--- config.mk ---
export PLATFORM = sky130hd
export DESIGN_NAME = gray_sync
export DESIGN_NICKNAME = d
export VERILOG_FILES = /design/src/rtl/gray_sync_pkg.sv /design/src/rtl/sync_chain.sv /design/src/rtl/gray_sync.sv
export SDC_FILE = /design/constraint.sdc
export NUM_CORES = 1
export LEC_CHECK = 0
export CAP_MARGIN = 20
export CORE_MARGIN = 5
export CORE_UTILIZATION = 40
export CTS_CLUSTER_DIAMETER = 200
export DETAILED_ROUTE_END_ITERATION = 12
export PLACE_DENSITY = 0.64
export SLEW_MARGIN = 20
export SYNTH_ARGS = -nofsm -noshare
export SYNTH_HDL_FRONTEND = slang
export SYNTH_SLANG_ARGS = --single-unit
--- constraint.sdc ---
create_clock -name clk -period 2.3 [get_ports clk]
set_input_delay 0.46 -clock clk [delete_from_list [all_inputs] [get_ports clk]]
set_output_delay 0.46 -clock clk [all_outputs]
set_load 0.02 [all_outputs]
--- src/rtl/gray_sync_pkg.sv ---
// Shared defaults and gray/binary conversion helpers for gray_sync.
package gray_sync_pkg;

  localparam int DEF_WIDTH       = 4;
  localparam int DEF_SYNC_STAGES = 2;
  localparam int MAXW            = 32;

  // Operands are zero-extended to MAXW, so any width up to MAXW converts correctly.
  function automatic logic [MAXW-1:0] bin2gray(input logic [MAXW-1:0] b);
    return b ^ (b >> 1);
  endfunction

  function automatic logic [MAXW-1:0] gray2bin(input logic [MAXW-1:0] g);
    logic [MAXW-1:0] b;
    b = '0;
    b[MAXW-1] = g[MAXW-1];
    for (int i = MAXW - 2; i >= 0; i--) begin
      b[i] = b[i+1] ^ g[i];
    end
    return b;
  endfunction

endpackage

--- src/rtl/sync_chain.sv ---
// Multi-flop synchroniser for gray-coded values.
module sync_chain #(
  parameter int WIDTH       = 4,
  parameter int SYNC_STAGES = 2
) (
  input  logic             clk,
  input  logic             rst,
  input  logic [WIDTH-1:0] gray_i,
  output logic [WIDTH-1:0] gray_o
);

  (* ASYNC_REG = "TRUE" *)
  logic [WIDTH-1:0] sync_q [SYNC_STAGES];

  always_ff @(posedge clk or posedge rst) begin
    if (rst) begin
      for (int i = 0; i < SYNC_STAGES; i++) begin
        sync_q[i] <= '0;
      end
    end else begin
      sync_q[0] <= gray_i;
      for (int i = 1; i < SYNC_STAGES; i++) begin
        sync_q[i] <= sync_q[i-1];
      end
    end
  end

  assign gray_o = sync_q[SYNC_STAGES-1];

endmodule

--- src/rtl/gray_sync.sv ---
// Event counter launched as registered gray code through a synchroniser,
// then decoded back to binary.
module gray_sync
  import gray_sync_pkg::*;
#(
  parameter int WIDTH       = DEF_WIDTH,
  parameter int SYNC_STAGES = DEF_SYNC_STAGES
) (
  input  logic             clk,
  input  logic             rst,
  input  logic             enable,
  output logic [WIDTH-1:0] out_val
);

  logic [WIDTH-1:0] bin_q;
  logic [WIDTH-1:0] bin_d;
  logic [WIDTH-1:0] gray_q;
  logic [WIDTH-1:0] gray_d;
  logic [WIDTH-1:0] sync_gray;
  logic [WIDTH-1:0] out_q;
  logic [WIDTH-1:0] out_d;

  // Gray is encoded from the next count so gray_q always matches bin_q.
  always_comb begin
    bin_d  = enable ? bin_q + WIDTH'(1) : bin_q;
    gray_d = WIDTH'(bin2gray(MAXW'(bin_d)));
    out_d  = WIDTH'(gray2bin(MAXW'(sync_gray)));
  end

  always_ff @(posedge clk or posedge rst) begin
    if (rst) begin
      bin_q  <= '0;
      gray_q <= '0;
      out_q  <= '0;
    end else begin
      bin_q  <= bin_d;
      gray_q <= gray_d;
      out_q  <= out_d;
    end
  end

  sync_chain #(
    .WIDTH      (WIDTH),
    .SYNC_STAGES(SYNC_STAGES)
  ) u_sync (
    .clk   (clk),
    .rst   (rst),
    .gray_i(gray_q),
    .gray_o(sync_gray)
  );

  assign out_val = out_q;

endmodule

==> results.md <==
- H-tree depth: 1
- Diode count: 0
- Peak fanout along the critical path: 1
- Synth Net Count: 49
- RD Place Congestion: 0.608
- Number of global-route vias before repair: 287
- Total track usage: 0.0727
- Die W: 50.3 µm
- Area delta synth->final: 15.6%
- Worst-margin pin slew: 0.691 ns
- Main combinational cell family by area after synthesis: XOR/XNOR gates
- Setup crit end kind: output pin
- CTS Hold Buffers Added: 0
- Port Buffer Count: 6
- Post-CTS setup buffer count: 0
- Max_cap viols: 0
- Clk root buf: clkbuf_4
- Initial Utilization: 0.425
- Post-layout nets: 59
- Synth Warn #: 0
- Wire length per cell: 11.0 µm
- Slew Limit Fails: 0
- Crit-path slowest cell: clkdlybuf4s50_1
- Row count: 14
- Commonest non-fill, non-tap cell in the layout: dfrtp_1
- Period utilization: 0.727
- GRT Residual Overflow: 0
- Hold/Removal Path Class: reg -> reg
- TritonCTS Sinks: 19
- Worst reg2reg path depth: 4
- Cell Pwr Density: 1530 nW/µm²
- Clock Latency Late Sink: 0.28 ns
- Xor/xnor share of the synthesized area: 0.135
- Core ar.: 1520 µm²
- Remaining DRCs: 0
- Die area: 2530 µm²
- Status: finished clean
- Top Ports: 7
- Total leakage power: 0.339 nW
- Layout Cells excl Fill: 70
- Multiplexer share of the synthesized area: 0.0154
- Critical path launch point type: flip-flop
- Initial antenna violation count: 0
- Post-Place Cells: 66
- 1st-iter DRT viols: 0
- DP Area: 723 µm²
- Maximum clock insertion buffer count: 2
- Drt pass-1 iters: 1
- CP top delay family: buffers and inverters
- RSZ-0062 raised after global routing: no
- Synth Area in Adders: 0.0193
- Worst endpoint data arrival time: 1.21 ns
- Vias/cell: 4.64
- FMAX: 0.598 GHz
- Post-Synthesis Cell Area: 648 µm²
- CTS tree: done
- Peak VDD IR: 0.668 mV
- Mean Syn Cell Area: 14.4 µm²
- Register area share after synthesis: 0.734
- CP peak stage delay: 0.59 ns
- Synth Register Bits: 19
- Slew margin rel.: 0.539
- Share of layout cells above drive strength 1: 0.0556
- Reg clk slew, reported paths: 0.10 ns
- Clk_skew: 0.00315 ns
- Global-route wire length before repair: 1320 µm
- Mapped Cells: 45
- Setup-failing EPs final: 0
- Design area: 749 µm²
- Pin count of the biggest net entering global routing: 20
- Most frequent cells in the layout: 19 x dfrtp_1, 6 x xor2_1, 6 x clkdlybuf4s50_1, 4 x nand2_1, 4 x xnor2_1
- Critical path depth: 1
- CP Class: reg -> out
- Number of gates resized after CTS: 0
- Hold Crit Depth: 0
- Total Wirelength: 773 µm
- Count of cell types in the netlist: 12
- Final min period: 1.67 ns
- Buffers & Inverters on Critical Path: 1
- Final setup TNS: 0 ns
- Post-Synth Simple-Gate Area: 0.0386
- Compound-Gate Fraction of Synth Area: 0.0386
- Vias: 325
- Post-route ant nets: 0
- Worst Path Required: 1.84 ns
- TritonCTS Buffers: 3
- Worst-path cell chain: clkdlybuf4s50_1
- Die Span Y: 50.3 µm
- Final Hold Viols: 0
==> cells in the mapped netlist (all sizes together) <==
cell type  instances  share of area
a21oi              3          0.023
buf                1         0.0077
dfrtp             19           0.73
ha                 1          0.019
inv                2          0.012
mux2i              1          0.015
nand2              4          0.023
nand4              1         0.0097
nor2               1         0.0058
o21ai              2          0.015
xnor2              4          0.054
xor2               6          0.081
==> final cells by class <==
| class | count | area [µm²] |
|---|---|---|
| fillers | 146 | 774 |
| inverters | 2 | 7.51 |
| well taps | 16 | 20.0 |
| repair buffers | 6 | 60.1 |
| clock buffers | 4 | 26.3 |
| multi-input cells | 23 | 160 |
| flip-flops and latches | 19 | 475 |
==> stage by stage <==
stage | hold WS, ns | setup slack [ns] | util | total power [mW]
after floorplan | 0.331 | 1.06 | - | 0.879
after global placement | 0.332 | 0.726 | 0.475 | 0.991
after detailed placement | 0.335 | 0.673 | 0.475 | 1.01
after CTS | 0.358 | 0.606 | 0.492 | 1.17
after global routing | 0.364 | 0.561 | 0.492 | 1.25
final | 0.354 | 0.629 | 0.492 | 1.15
==> routing by layer <==
layer	routed length [µm]	vias to the layer above	GRT usage
met1	366	154	0.0945
met4	15	0	0.0524
met2	337	8	0.0921
met5	0	-	0
li1	-	161	-
met3	53	2	0.0355
==> final timing paths <==
kind	from	end	slack, ns
max	out_val[2]$_DFF_PP0_	out_val[2]	0.63
min	u_sync.sync_q[7]$_DFF_PP0_	u_sync.gray_o[3]$_DFF_PP0_	0.35
max reg2reg	bin_q[0]$_DFF_PP0_	gray_q[1]$_DFF_PP0_	0.96
min reg2reg	u_sync.sync_q[7]$_DFF_PP0_	u_sync.gray_o[3]$_DFF_PP0_	0.35
max in group asynchronous	rst	u_sync.gray_o[2]$_DFF_PP0_	1.29
min in group asynchronous	rst	u_sync.sync_q[4]$_DFF_PP0_	0.57
==> kinds of logic (layout without fill, tap and decap cells) <==
| kind of cell | after synthesis | count (layout) |
|---|---|---|
| DFF | 19 | 19 |
| muxes | 1 | 1 |
| xor gates and xnor gates | 10 | 10 |
| and+or+nand+nor | 6 | 6 |
| AOI/OAI and AO/OA | 5 | 5 |
| buffers and inverters | 3 | 12 |
| adders and majority gates | 1 | 1 |
==> power breakdown <==
part / switching [mW] / total (mW) / internal, mW
clock: 0.0888 / 0.156 / 0.0673
sequential: 0.0926 / 0.605 / 0.512
combinational: 0.192 / 0.389 / 0.197
==> flip-flops by register name, indices dropped and copies added (netlist names) <==
name           cells
bin_q              4
gray_q             3
out_val            4
u_sync.gray_o      4
u_sync.sync_q      4
Note: power is estimated with default switching activity, not from simulation.
